<file path="config.mk">
export PLATFORM = sky130hd
export DESIGN_NAME = mc_main_fsm_flat
export DESIGN_NICKNAME = d
export VERILOG_FILES = /design/src/rtl/mc_ctrl_pkg.sv /design/src/rtl/mc_main_fsm_if.sv /design/src/rtl/imm_src_dec.sv /design/src/rtl/mc_main_fsm.sv /design/src/flat_wrapper.sv
export SDC_FILE = /design/constraint.sdc
export NUM_CORES = 1
export LEC_CHECK = 0
export CAP_MARGIN = 20
export CORE_ASPECT_RATIO = 0.8
export CORE_MARGIN = 4
export CORE_UTILIZATION = 52
export DETAILED_ROUTE_END_ITERATION = 12
export PLACE_DENSITY_LB_ADDON = 0.25
export SLEW_MARGIN = 20
export SYNTH_ARGS = -nofsm -noshare
export SYNTH_HDL_FRONTEND = slang
export SYNTH_SLANG_ARGS = --single-unit
export TNS_END_PERCENT = 30
</file>
<file path="constraint.sdc">
create_clock -name clk -period 3.7 [get_ports clk]
set_clock_uncertainty 0.15 [all_clocks]
set_input_delay 0.74 -clock clk [delete_from_list [all_inputs] [get_ports clk]]
set_output_delay 0.74 -clock clk [all_outputs]
set_load 0.02 [all_outputs]
</file>
<file path="src/rtl/mc_ctrl_pkg.sv">
// Shared definitions for the multicycle RV32I main controller: opcodes, state
// encoding, datapath mux selects and trap causes.
package mc_ctrl_pkg;

    localparam logic [6:0] OP_LOAD   = 7'b0000011;
    localparam logic [6:0] OP_STORE  = 7'b0100011;
    localparam logic [6:0] OP_RTYPE  = 7'b0110011;
    localparam logic [6:0] OP_IALU   = 7'b0010011;
    localparam logic [6:0] OP_BRANCH = 7'b1100011;
    localparam logic [6:0] OP_JAL    = 7'b1101111;
    localparam logic [6:0] OP_JALR   = 7'b1100111;
    localparam logic [6:0] OP_LUI    = 7'b0110111;
    localparam logic [6:0] OP_AUIPC  = 7'b0010111;

    typedef enum logic [3:0] {
        S_FETCH,
        S_DECODE,
        S_MEMADR,
        S_MEMRD,
        S_MEMWB,
        S_MEMWR,
        S_EXR,
        S_EXI,
        S_ALUWB,
        S_BRANCH,
        S_JAL,
        S_JALR,
        S_JALRLINK,
        S_UPPER,
        S_MDWAIT,
        S_TRAP
    } state_t;

    localparam logic [1:0] SRCA_PC    = 2'b00;
    localparam logic [1:0] SRCA_OLDPC = 2'b01;
    localparam logic [1:0] SRCA_REG   = 2'b10;
    localparam logic [1:0] SRCA_ZERO  = 2'b11;

    localparam logic [1:0] SRCB_REG   = 2'b00;
    localparam logic [1:0] SRCB_IMM   = 2'b01;
    localparam logic [1:0] SRCB_FOUR  = 2'b10;

    localparam logic [1:0] RES_ALUOUT = 2'b00;
    localparam logic [1:0] RES_DATA   = 2'b01;
    localparam logic [1:0] RES_ALURES = 2'b10;
    localparam logic [1:0] RES_MD     = 2'b11;

    localparam logic [1:0] ALUOP_ADD   = 2'b00;
    localparam logic [1:0] ALUOP_BR    = 2'b01;
    localparam logic [1:0] ALUOP_FUNCT = 2'b10;

    localparam logic [2:0] IMM_I = 3'b000;
    localparam logic [2:0] IMM_S = 3'b001;
    localparam logic [2:0] IMM_B = 3'b010;
    localparam logic [2:0] IMM_J = 3'b011;
    localparam logic [2:0] IMM_U = 3'b100;

    localparam logic [1:0] CAUSE_NONE    = 2'b00;
    localparam logic [1:0] CAUSE_ILLEGAL = 2'b01;
    localparam logic [1:0] CAUSE_BUS     = 2'b10;

    // Per-state control word; the top gates the whole word to zero during reset.
    typedef struct packed {
        logic       mem_req;
        logic       pc_write;
        logic       ir_write;
        logic       reg_write;
        logic       mem_write;
        logic       branch;
        logic       adr_src;
        logic [1:0] alu_src_a;
        logic [1:0] alu_src_b;
        logic [1:0] result_src;
        logic [1:0] alu_op;
        logic       md_start;
        logic       trap;
    } ctrl_t;

    function automatic logic is_mem_state(input state_t s);
        return (s == S_FETCH) || (s == S_MEMRD) || (s == S_MEMWR);
    endfunction

endpackage

</file>
<file path="src/rtl/mc_main_fsm_if.sv">
// Memory and mul/div handshake bundle between the main controller and the
// units it sequences.
interface mc_main_fsm_if;
    logic mem_req;
    logic mem_ready;
    logic md_start;
    logic md_done;

    modport master (output mem_req, output md_start, input mem_ready, input md_done);
    modport slave  (input mem_req, input md_start, output mem_ready, output md_done);
endinterface

</file>
<file path="src/rtl/imm_src_dec.sv">
// Opcode to immediate-format select; also used by the legacy single-cycle core.
module imm_src_dec
    import mc_ctrl_pkg::*;
(
    input  logic [6:0] op,
    output logic [2:0] imm_src
);

    always_comb begin
        imm_src = IMM_I;
        case (op)
            OP_STORE:         imm_src = IMM_S;
            OP_BRANCH:        imm_src = IMM_B;
            OP_JAL:           imm_src = IMM_J;
            OP_LUI, OP_AUIPC: imm_src = IMM_U;
            default:          imm_src = IMM_I;
        endcase
    end

endmodule

</file>
<file path="src/rtl/mc_main_fsm.sv">
// Multicycle main controller: sequences fetch/decode/execute/memory/writeback,
// stalls on the memory ready handshake and optionally drives a mul/div unit.
module mc_main_fsm
    import mc_ctrl_pkg::*;
#(
    parameter bit ENABLE_M    = 1'b0,
    parameter int MEM_TIMEOUT = 255
) (
    input  logic       clk,
    input  logic       rst_n,
    input  logic [6:0] op,
    input  logic       funct7_b0,
    mc_main_fsm_if.master bus,
    output logic       PCWrite,
    output logic       IRWrite,
    output logic       RegWrite,
    output logic       MemWrite,
    output logic       Branch,
    output logic       AdrSrc,
    output logic [1:0] ALUSrcA,
    output logic [1:0] ALUSrcB,
    output logic [1:0] ResultSrc,
    output logic [1:0] ALUOp,
    output logic [2:0] ImmSrc,
    output logic       trap,
    output logic [1:0] trap_cause
);

    localparam int CNT_W = (MEM_TIMEOUT < 2) ? 1 : $clog2(MEM_TIMEOUT + 1);
    localparam logic [CNT_W-1:0] TIMEOUT_VAL = CNT_W'(MEM_TIMEOUT);

    state_t           state, next_state;
    logic [CNT_W-1:0] wait_cnt, wait_next;
    logic [1:0]       cause_q, cause_next;
    logic             timed_out;
    ctrl_t            ctrl, ctrl_out;

    imm_src_dec u_imm_src_dec (
        .op      (op),
        .imm_src (ImmSrc)
    );

    always_ff @(posedge clk or negedge rst_n) begin
        if (!rst_n) begin
            state    <= S_FETCH;
            wait_cnt <= '0;
            cause_q  <= CAUSE_NONE;
        end else begin
            state    <= next_state;
            wait_cnt <= wait_next;
            cause_q  <= cause_next;
        end
    end

    // The counter only runs while a memory state is stalled, so it is zero on entry.
    always_comb begin
        timed_out = (MEM_TIMEOUT != 0) && (wait_cnt == TIMEOUT_VAL);
        wait_next = '0;
        if (is_mem_state(state) && !bus.mem_ready) begin
            wait_next = wait_cnt + 1'b1;
        end
    end

    always_comb begin
        next_state = state;
        cause_next = cause_q;
        ctrl       = '0;
        unique case (state)
            S_FETCH: begin
                ctrl.mem_req    = 1'b1;
                ctrl.alu_src_a  = SRCA_PC;
                ctrl.alu_src_b  = SRCB_FOUR;
                ctrl.result_src = RES_ALURES;
                if (bus.mem_ready) begin
                    ctrl.ir_write = 1'b1;
                    ctrl.pc_write = 1'b1;
                    next_state    = S_DECODE;
                end else if (timed_out) begin
                    next_state = S_TRAP;
                    cause_next = CAUSE_BUS;
                end
            end
            S_DECODE: begin
                ctrl.alu_src_a = SRCA_OLDPC;
                ctrl.alu_src_b = SRCB_IMM;
                case (op)
                    OP_LOAD, OP_STORE: next_state = S_MEMADR;
                    OP_RTYPE: begin
                        if (ENABLE_M && funct7_b0) begin
                            ctrl.md_start = 1'b1;
                            next_state    = S_MDWAIT;
                        end else begin
                            next_state = S_EXR;
                        end
                    end
                    OP_IALU:          next_state = S_EXI;
                    OP_BRANCH:        next_state = S_BRANCH;
                    OP_JAL:           next_state = S_JAL;
                    OP_JALR:          next_state = S_JALR;
                    OP_LUI, OP_AUIPC: next_state = S_UPPER;
                    default: begin
                        next_state = S_TRAP;
                        cause_next = CAUSE_ILLEGAL;
                    end
                endcase
            end
            S_MEMADR: begin
                ctrl.alu_src_a = SRCA_REG;
                ctrl.alu_src_b = SRCB_IMM;
                next_state     = (op == OP_STORE) ? S_MEMWR : S_MEMRD;
            end
            S_MEMRD: begin
                ctrl.mem_req = 1'b1;
                ctrl.adr_src = 1'b1;
                if (bus.mem_ready) begin
                    next_state = S_MEMWB;
                end else if (timed_out) begin
                    next_state = S_TRAP;
                    cause_next = CAUSE_BUS;
                end
            end
            S_MEMWB: begin
                ctrl.result_src = RES_DATA;
                ctrl.reg_write  = 1'b1;
                next_state      = S_FETCH;
            end
            S_MEMWR: begin
                ctrl.mem_req   = 1'b1;
                ctrl.adr_src   = 1'b1;
                ctrl.mem_write = 1'b1;
                if (bus.mem_ready) begin
                    next_state = S_FETCH;
                end else if (timed_out) begin
                    next_state = S_TRAP;
                    cause_next = CAUSE_BUS;
                end
            end
            S_EXR: begin
                ctrl.alu_src_a = SRCA_REG;
                ctrl.alu_src_b = SRCB_REG;
                ctrl.alu_op    = ALUOP_FUNCT;
                next_state     = S_ALUWB;
            end
            S_EXI: begin
                ctrl.alu_src_a = SRCA_REG;
                ctrl.alu_src_b = SRCB_IMM;
                ctrl.alu_op    = ALUOP_FUNCT;
                next_state     = S_ALUWB;
            end
            S_ALUWB: begin
                ctrl.result_src = RES_ALUOUT;
                ctrl.reg_write  = 1'b1;
                next_state      = S_FETCH;
            end
            S_BRANCH: begin
                ctrl.alu_src_a  = SRCA_REG;
                ctrl.alu_src_b  = SRCB_REG;
                ctrl.alu_op     = ALUOP_BR;
                ctrl.result_src = RES_ALUOUT;
                ctrl.branch     = 1'b1;
                next_state      = S_FETCH;
            end
            S_JAL: begin
                ctrl.alu_src_a  = SRCA_OLDPC;
                ctrl.alu_src_b  = SRCB_FOUR;
                ctrl.result_src = RES_ALUOUT;
                ctrl.pc_write   = 1'b1;
                next_state      = S_ALUWB;
            end
            S_JALR: begin
                ctrl.alu_src_a  = SRCA_REG;
                ctrl.alu_src_b  = SRCB_IMM;
                ctrl.result_src = RES_ALURES;
                ctrl.pc_write   = 1'b1;
                next_state      = S_JALRLINK;
            end
            S_JALRLINK: begin
                ctrl.alu_src_a  = SRCA_OLDPC;
                ctrl.alu_src_b  = SRCB_FOUR;
                ctrl.result_src = RES_ALURES;
                ctrl.reg_write  = 1'b1;
                next_state      = S_FETCH;
            end
            S_UPPER: begin
                ctrl.alu_src_a = (op == OP_LUI) ? SRCA_ZERO : SRCA_OLDPC;
                ctrl.alu_src_b = SRCB_IMM;
                next_state     = S_ALUWB;
            end
            S_MDWAIT: begin
                if (bus.md_done) begin
                    ctrl.result_src = RES_MD;
                    ctrl.reg_write  = 1'b1;
                    next_state      = S_FETCH;
                end
            end
            S_TRAP: begin
                ctrl.trap = 1'b1;
            end
        endcase
    end

    // Reset forces every control output low at once, aborting any bus access.
    assign ctrl_out = rst_n ? ctrl : '0;

    assign bus.mem_req  = ctrl_out.mem_req;
    assign bus.md_start = ctrl_out.md_start;
    assign PCWrite      = ctrl_out.pc_write;
    assign IRWrite      = ctrl_out.ir_write;
    assign RegWrite     = ctrl_out.reg_write;
    assign MemWrite     = ctrl_out.mem_write;
    assign Branch       = ctrl_out.branch;
    assign AdrSrc       = ctrl_out.adr_src;
    assign ALUSrcA      = ctrl_out.alu_src_a;
    assign ALUSrcB      = ctrl_out.alu_src_b;
    assign ResultSrc    = ctrl_out.result_src;
    assign ALUOp        = ctrl_out.alu_op;
    assign trap         = ctrl_out.trap;
    assign trap_cause   = cause_q;

endmodule

</file>
<file path="src/flat_wrapper.sv">
// flat-port wrapper written by rule: the top's interface ports become plain ports
module mc_main_fsm_flat import mc_ctrl_pkg::*;
#(
    parameter bit ENABLE_M    = 1'b0,
    parameter int MEM_TIMEOUT = 255
)
  (clk, rst_n, op, funct7_b0, PCWrite, IRWrite, RegWrite, MemWrite, Branch, AdrSrc, ALUSrcA, ALUSrcB, ResultSrc, ALUOp, ImmSrc, trap, trap_cause, bus_mem_req, bus_md_start, bus_mem_ready, bus_md_done);
  mc_main_fsm_if bus_i ();
  input  logic clk;
  input  logic rst_n;
  input  logic [6:0] op;
  input  logic funct7_b0;
  output logic PCWrite;
  output logic IRWrite;
  output logic RegWrite;
  output logic MemWrite;
  output logic Branch;
  output logic AdrSrc;
  output logic [1:0] ALUSrcA;
  output logic [1:0] ALUSrcB;
  output logic [1:0] ResultSrc;
  output logic [1:0] ALUOp;
  output logic [2:0] ImmSrc;
  output logic trap;
  output logic [1:0] trap_cause;
  output wire logic [$bits(bus_i.mem_req)-1:0] bus_mem_req;
  output wire logic [$bits(bus_i.md_start)-1:0] bus_md_start;
  input wire logic [$bits(bus_i.mem_ready)-1:0] bus_mem_ready;
  input wire logic [$bits(bus_i.md_done)-1:0] bus_md_done;
  assign bus_mem_req = bus_i.mem_req;
  assign bus_md_start = bus_i.md_start;
  assign bus_i.mem_ready = bus_mem_ready;
  assign bus_i.md_done = bus_md_done;
  mc_main_fsm #(.ENABLE_M(ENABLE_M), .MEM_TIMEOUT(MEM_TIMEOUT)) u_core (.clk(clk), .rst_n(rst_n), .op(op), .funct7_b0(funct7_b0), .bus(bus_i), .PCWrite(PCWrite), .IRWrite(IRWrite), .RegWrite(RegWrite), .MemWrite(MemWrite), .Branch(Branch), .AdrSrc(AdrSrc), .ALUSrcA(ALUSrcA), .ALUSrcB(ALUSrcB), .ResultSrc(ResultSrc), .ALUOp(ALUOp), .ImmSrc(ImmSrc), .trap(trap), .trap_cause(trap_cause));
endmodule
</file>
Word-level counts from Yosys, hierarchy flattened
Index checks and enable logic that the tools add are counted.
{"block": "classes", "addsub": 1, "multipliers": 0, "div": 0, "order_cmp": 0, "n_eq_ne": 29, "shifts": 0, "muxes": 30, "bitwise": 0, "reduce_logical": 23}
{"operator": "$pmux 4 s9", "count": 1}
{"operator": "$eq 4x4->1 const B", "count": 8}
{"operator": "$pmux 4 s7", "count": 1}
{"operator": "$pmux 4 s6", "count": 1}
{"operator": "$eq 7x6->1 const B", "count": 3}
{"operator": "$eq 7x7->1 const B", "count": 3}
{"operator": "$mux 4", "count": 5}
{"operator": "$mux 17", "count": 1}
{"operator": "$eq 4x3->1 const B", "count": 4}
{"operator": "$eq 7x5->1 const B", "count": 2}
{"operator": "$reduce_or 2->1", "count": 7}
{"operator": "$mux 2", "count": 6}
{"operator": "$pmux 3 s4", "count": 1}
{"operator": "$reduce_or 3->1", "count": 4}
{"operator": "$reduce_bool 9->1", "count": 1}
{"operator": "$reduce_or 9->1", "count": 1}
{"operator": "$add 8x1->8 const B", "count": 1}
{"operator": "$eq 4x2->1 const B", "count": 2}
{"operator": "$eq 8x8->1 const B", "count": 1}
{"operator": "$mux 8", "count": 1}
{"operator": "$pmux 2 s2", "count": 2}
{"operator": "$reduce_or 4->1", "count": 2}
{"operator": "$eq 7x2->1 const B", "count": 1}
{"operator": "$mux 1", "count": 7}
{"operator": "other kinds (13)", "count": 17}
{"block": "totals", "ff_bits": 14, "latchBits": 0, "ramBits": 0, "rom_bits": 0, "in_bits": 12, "output_inout_bits": 22, "elab_cells": 86, "n_memories": 0}

Depth between registers and ports, before layout
{"block": "depth", "word_depth": 5, "ltp_mapped": 7, "mapped_depth_nobuf": 4}

Hierarchy
From an unflattened synthesis, not the netlist that was laid out.
{"block": "hier_totals", "cells_unflattened": 171, "hier_area_um2": 1313.8}
{"module": "mc_main_fsm", "n_inst": 1, "cells_each": 163, "area_per_inst_um2": 1252.5, "seq_area_each_um2": 350.3}
{"module": "imm_src_dec", "n_inst": 1, "cells_each": 8, "area_per_inst_um2": 61.3, "seq_area_each_um2": 0.0}

Least setup slack after synthesis
Ideal clock, no wire load.
{"block": "synth_path", "kind": "input-to-output", "start": "input port op[3]", "end": "output port ImmSrc[0]", "t_arrival_ns": 1.671, "t_required_ns": 2.810, "path_slack_ns": 1.139, "cell_stages": 3, "n_path_buf": 0, "path_cell_list": "nand3b_1 -> or4_1 -> nand2_1"}
{"block": "synth_between", "elab_chain_len": 3, "word_cells_on_any_way": 7, "classes_between": "eq/ne: 5; mux: 1; reduce/logical: 1"}
{"item": "start: declaration", "line_no": "flat_wrapper.sv:11", "rtl": "input logic [6:0] op;"}
{"item": "$eq 7x5->1 / $eq 7x6->1 (equally long branches)", "line_no": "imm_src_dec.sv:11", "rtl": "case (op)"}
{"item": "$reduce_or 2->1", "line_no": "imm_src_dec.sv:11"}
{"item": "$pmux 3 s4 *", "line_no": "imm_src_dec.sv:11"}
{"item": "end: declaration", "line_no": "flat_wrapper.sv:23", "rtl": "output logic [2:0] ImmSrc;"}
Every way passes the cells marked *; elsewhere a longest branch is shown, timed or not.

Worst setup path after layout
Same ends and word-level chain as after synthesis.

==> reports/qor.csv <==
metric,value,unit
status,"finished, final reports clean",
CTS max path bufs,2,
crit path DAT,2.65,ns
fillers,183,
mapped cell area,1290,um2
Final TNS setup,0,ns
kind of end point of the critical path,output port,
Sw Ratio,0.463,
routed vias,1321,
DRT antenna net count,0,
GRT overflow,0,
initial drt markers,102,
htree depth,1,
CP cell instances,"clkdlybuf4s50_1, nand3b_1, or4_1, nand2_1, clkdlybuf4s50_1",
CTS tree,yes,
flop2flop setup slack,1.56,ns
Core Area,2250,um2
vias per inst,5.98,
ranking of synthesized cells by area,"dfrtp_1 27%, nand2_1 5.2%, nor2_1 4.4%",
Die Width,63.7,um
Syn Inst Count,165,
P_int,0.519,mW
GRT Overall Usage,0.211,
worst skew pair latency,0.28,ns
Async SR Flop Fraction,1.00,
reg2reg path depth,5,
placed insts,217,
ys flop type,dfrtp_1,
root buf cell,clkbuf_4,
routed wl met3,216,um
final-report hold violation count,0,
M1 wire length,1440,um
Pins Over Slew Limit,0,
# port buffers,31,
die span in y,52.5,um
vias in the first global route,1247,
post-layout min period,3.54,ns
"commonest non-fill, non-tap cell in the layout",clkdlybuf4s50_1,
number of synthesized flops with an enable pin,0,
maxcap violations,0,
area of the die,3340,um2
drt total wl,3130,um
wire per inst,14.1,um
uppermost layer routed,met4,
row count,15,
area share of the largest cell type after synthesis,0.272,
CP dominant cell by count,clkdlybuf4s50_1,
synth warn,0,
largest area contributor in the netlist,dfrtp_1,
Final HPWL DP,2450,um
Syn Area/Cell,7.81,um2
Syn-to-layout area delta,28.6,%
drt first pass iters,4,
Initial Util,0.572,
worst rel slew slack,0.464,
Combinational Power Share,0.606,
startpoint types,primary input,
largest net degree at the start of global routing,28,
Least-Margin Pin Slew,0.804,ns
diode count,0,
setup bufs post-CTS,0,
WHS Path Cells,1,
number of synthesized register bits,14,
RSZ-0062 raised after global routing,no,
period utilisation layout,0.957,
worst path required time,2.81,ns
peak supply drop,0.000329,V
layout cells sized above 1,0.0918,
number of buffers created by CTS,3,
"Net Count, Synth",178,
setup violators final,0,
maximum clock frequency,283,MHz
Worst path max stage delay,0.60,ns
Power Density,582,nW/um2
"Cell Count, Final, Fillers Out",221,
"Reg clk slew, reported paths",0.08,ns
sequential area share after synthesis,0.272,
cts repair resizes,0,
fin nets,210,
GP Congestion,0.897,
worst-path maximum fanout,6,
P_leak,0.697,nW
Post-CTS Hold Buffers,0,
net switching power,0.447,mW
Clock Power Share,0.113,
initial antenna violation count,0,
"Worst Path Class, Setup",in2out,
WL met2,1450,um
DRC Markers,0,
worst-path cell with the longest stage delay,clkdlybuf4s50_1,
first-pass GRT wire length,5560,um
Ports,34,
clock sinks,14,
synth unique cells,54,
Worst Hold Class,reg2reg,
"commonest cells after routing, fill and taps aside","31 x clkdlybuf4s50_1, 18 x nand2_1, 15 x nor2_1",
sequential power share,0.282,
-- cell usage after synthesis, types with 3 or more instances --
library cell	count
nor2b_1	7
xor2_1	6
inv_1	5
a21oi_1	9
and3_1	5
nand2b_1	7
dfrtp_1	14
and4_1	3
nor2_1	15
nor3_1	4
buf_2	7
nand2_1	18
clkbuf_1	3
nand3_1	7
xnor2_1	4
-- worst max-delay path, delay by kind of cell --
| kind | cells | cell delay (ns) |
|---|---|---|
| buf+inv | 2 | 1.02 |
| simple gates | 3 | 0.89 |
-- metal layers --
layer | track usage | vias up
met5 | 0 | -
li1 | - | 654
met2 | 0.348 | 49
met4 | 0.0430 | 0
met3 | 0.0644 | 4
met1 | 0.275 | 614
-- kinds of logic after synthesis --
kind of cell	count (synthesis)	share of synthesized area
buffers and inverters	20	0.0825
AND/OR/NAND/NOR	86	0.383
other	1	0.00291
XOR/XNOR	10	0.0680
flip-flops	14	0.272
AO/OA/AOI/OAI	33	0.183
adder cells (fa/ha/maj)	1	0.00971
-- power by group through the flow --
stage	Clock, mW	Combinational (mW)	Sequential (mW)
floorplan	0	0.487	0.204
global placement	0	0.568	0.269
detailed placement	0	0.582	0.272
CTS	0.114	0.584	0.269
global route	0.122	0.640	0.283
finish	0.109	0.585	0.272
-- final timing paths --
check,startpoint,endpoint
worst max-delay path,op[3],ImmSrc[0]
worst min-delay path,u_core.trap_cause[0]$_DFFE_PN0P_,u_core.trap_cause[0]$_DFFE_PN0P_
worst min register to register,u_core.trap_cause[0]$_DFFE_PN0P_,u_core.trap_cause[0]$_DFFE_PN0P_
max in group asynchronous,rst_n,u_core.state[2]$_DFFE_PN0P_
worst max register to register,u_core.state[1]$_DFFE_PN0P_,u_core.trap_cause[1]$_DFFE_PN0P_
min in group asynchronous,rst_n,u_core.wait_cnt[7]$_DFF_PN0_
-- sequential cells by signal (all words and copies together), names as in the netlist --
register and count:
u_core.wait_cnt 8, u_core.state 4, u_core.trap_cause 2
-- stage by stage --
stage	total power [mW]	utilization	hold WS (ns)	instance area (um2)	setup WS, ns
floorplan	0.691	-	0.294	1290	1.14
global placement	0.838	0.720	0.316	1620	0.183
detailed placement	0.854	0.720	0.321	1620	0.169
CTS	0.966	0.736	0.348	1660	0.161
global route	1.04	0.736	0.388	1660	0.0211
finish	0.966	0.736	0.346	1660	0.161
-- area by class of cell --
| type | instances | area, um2 | share of cell area |
|---|---|---|---|
| inverter | 6 | 22.5 | 0.0136 |
| tap | 25 | 31.3 | 0.0189 |
| clock buffer | 4 | 36.3 | 0.0219 |
| timing repair buffer | 41 | 385 | 0.232 |
| sequential | 14 | 350 | 0.211 |
| multi-input combinational | 131 | 832 | 0.502 |
Power figures use the tool's default switching activity.
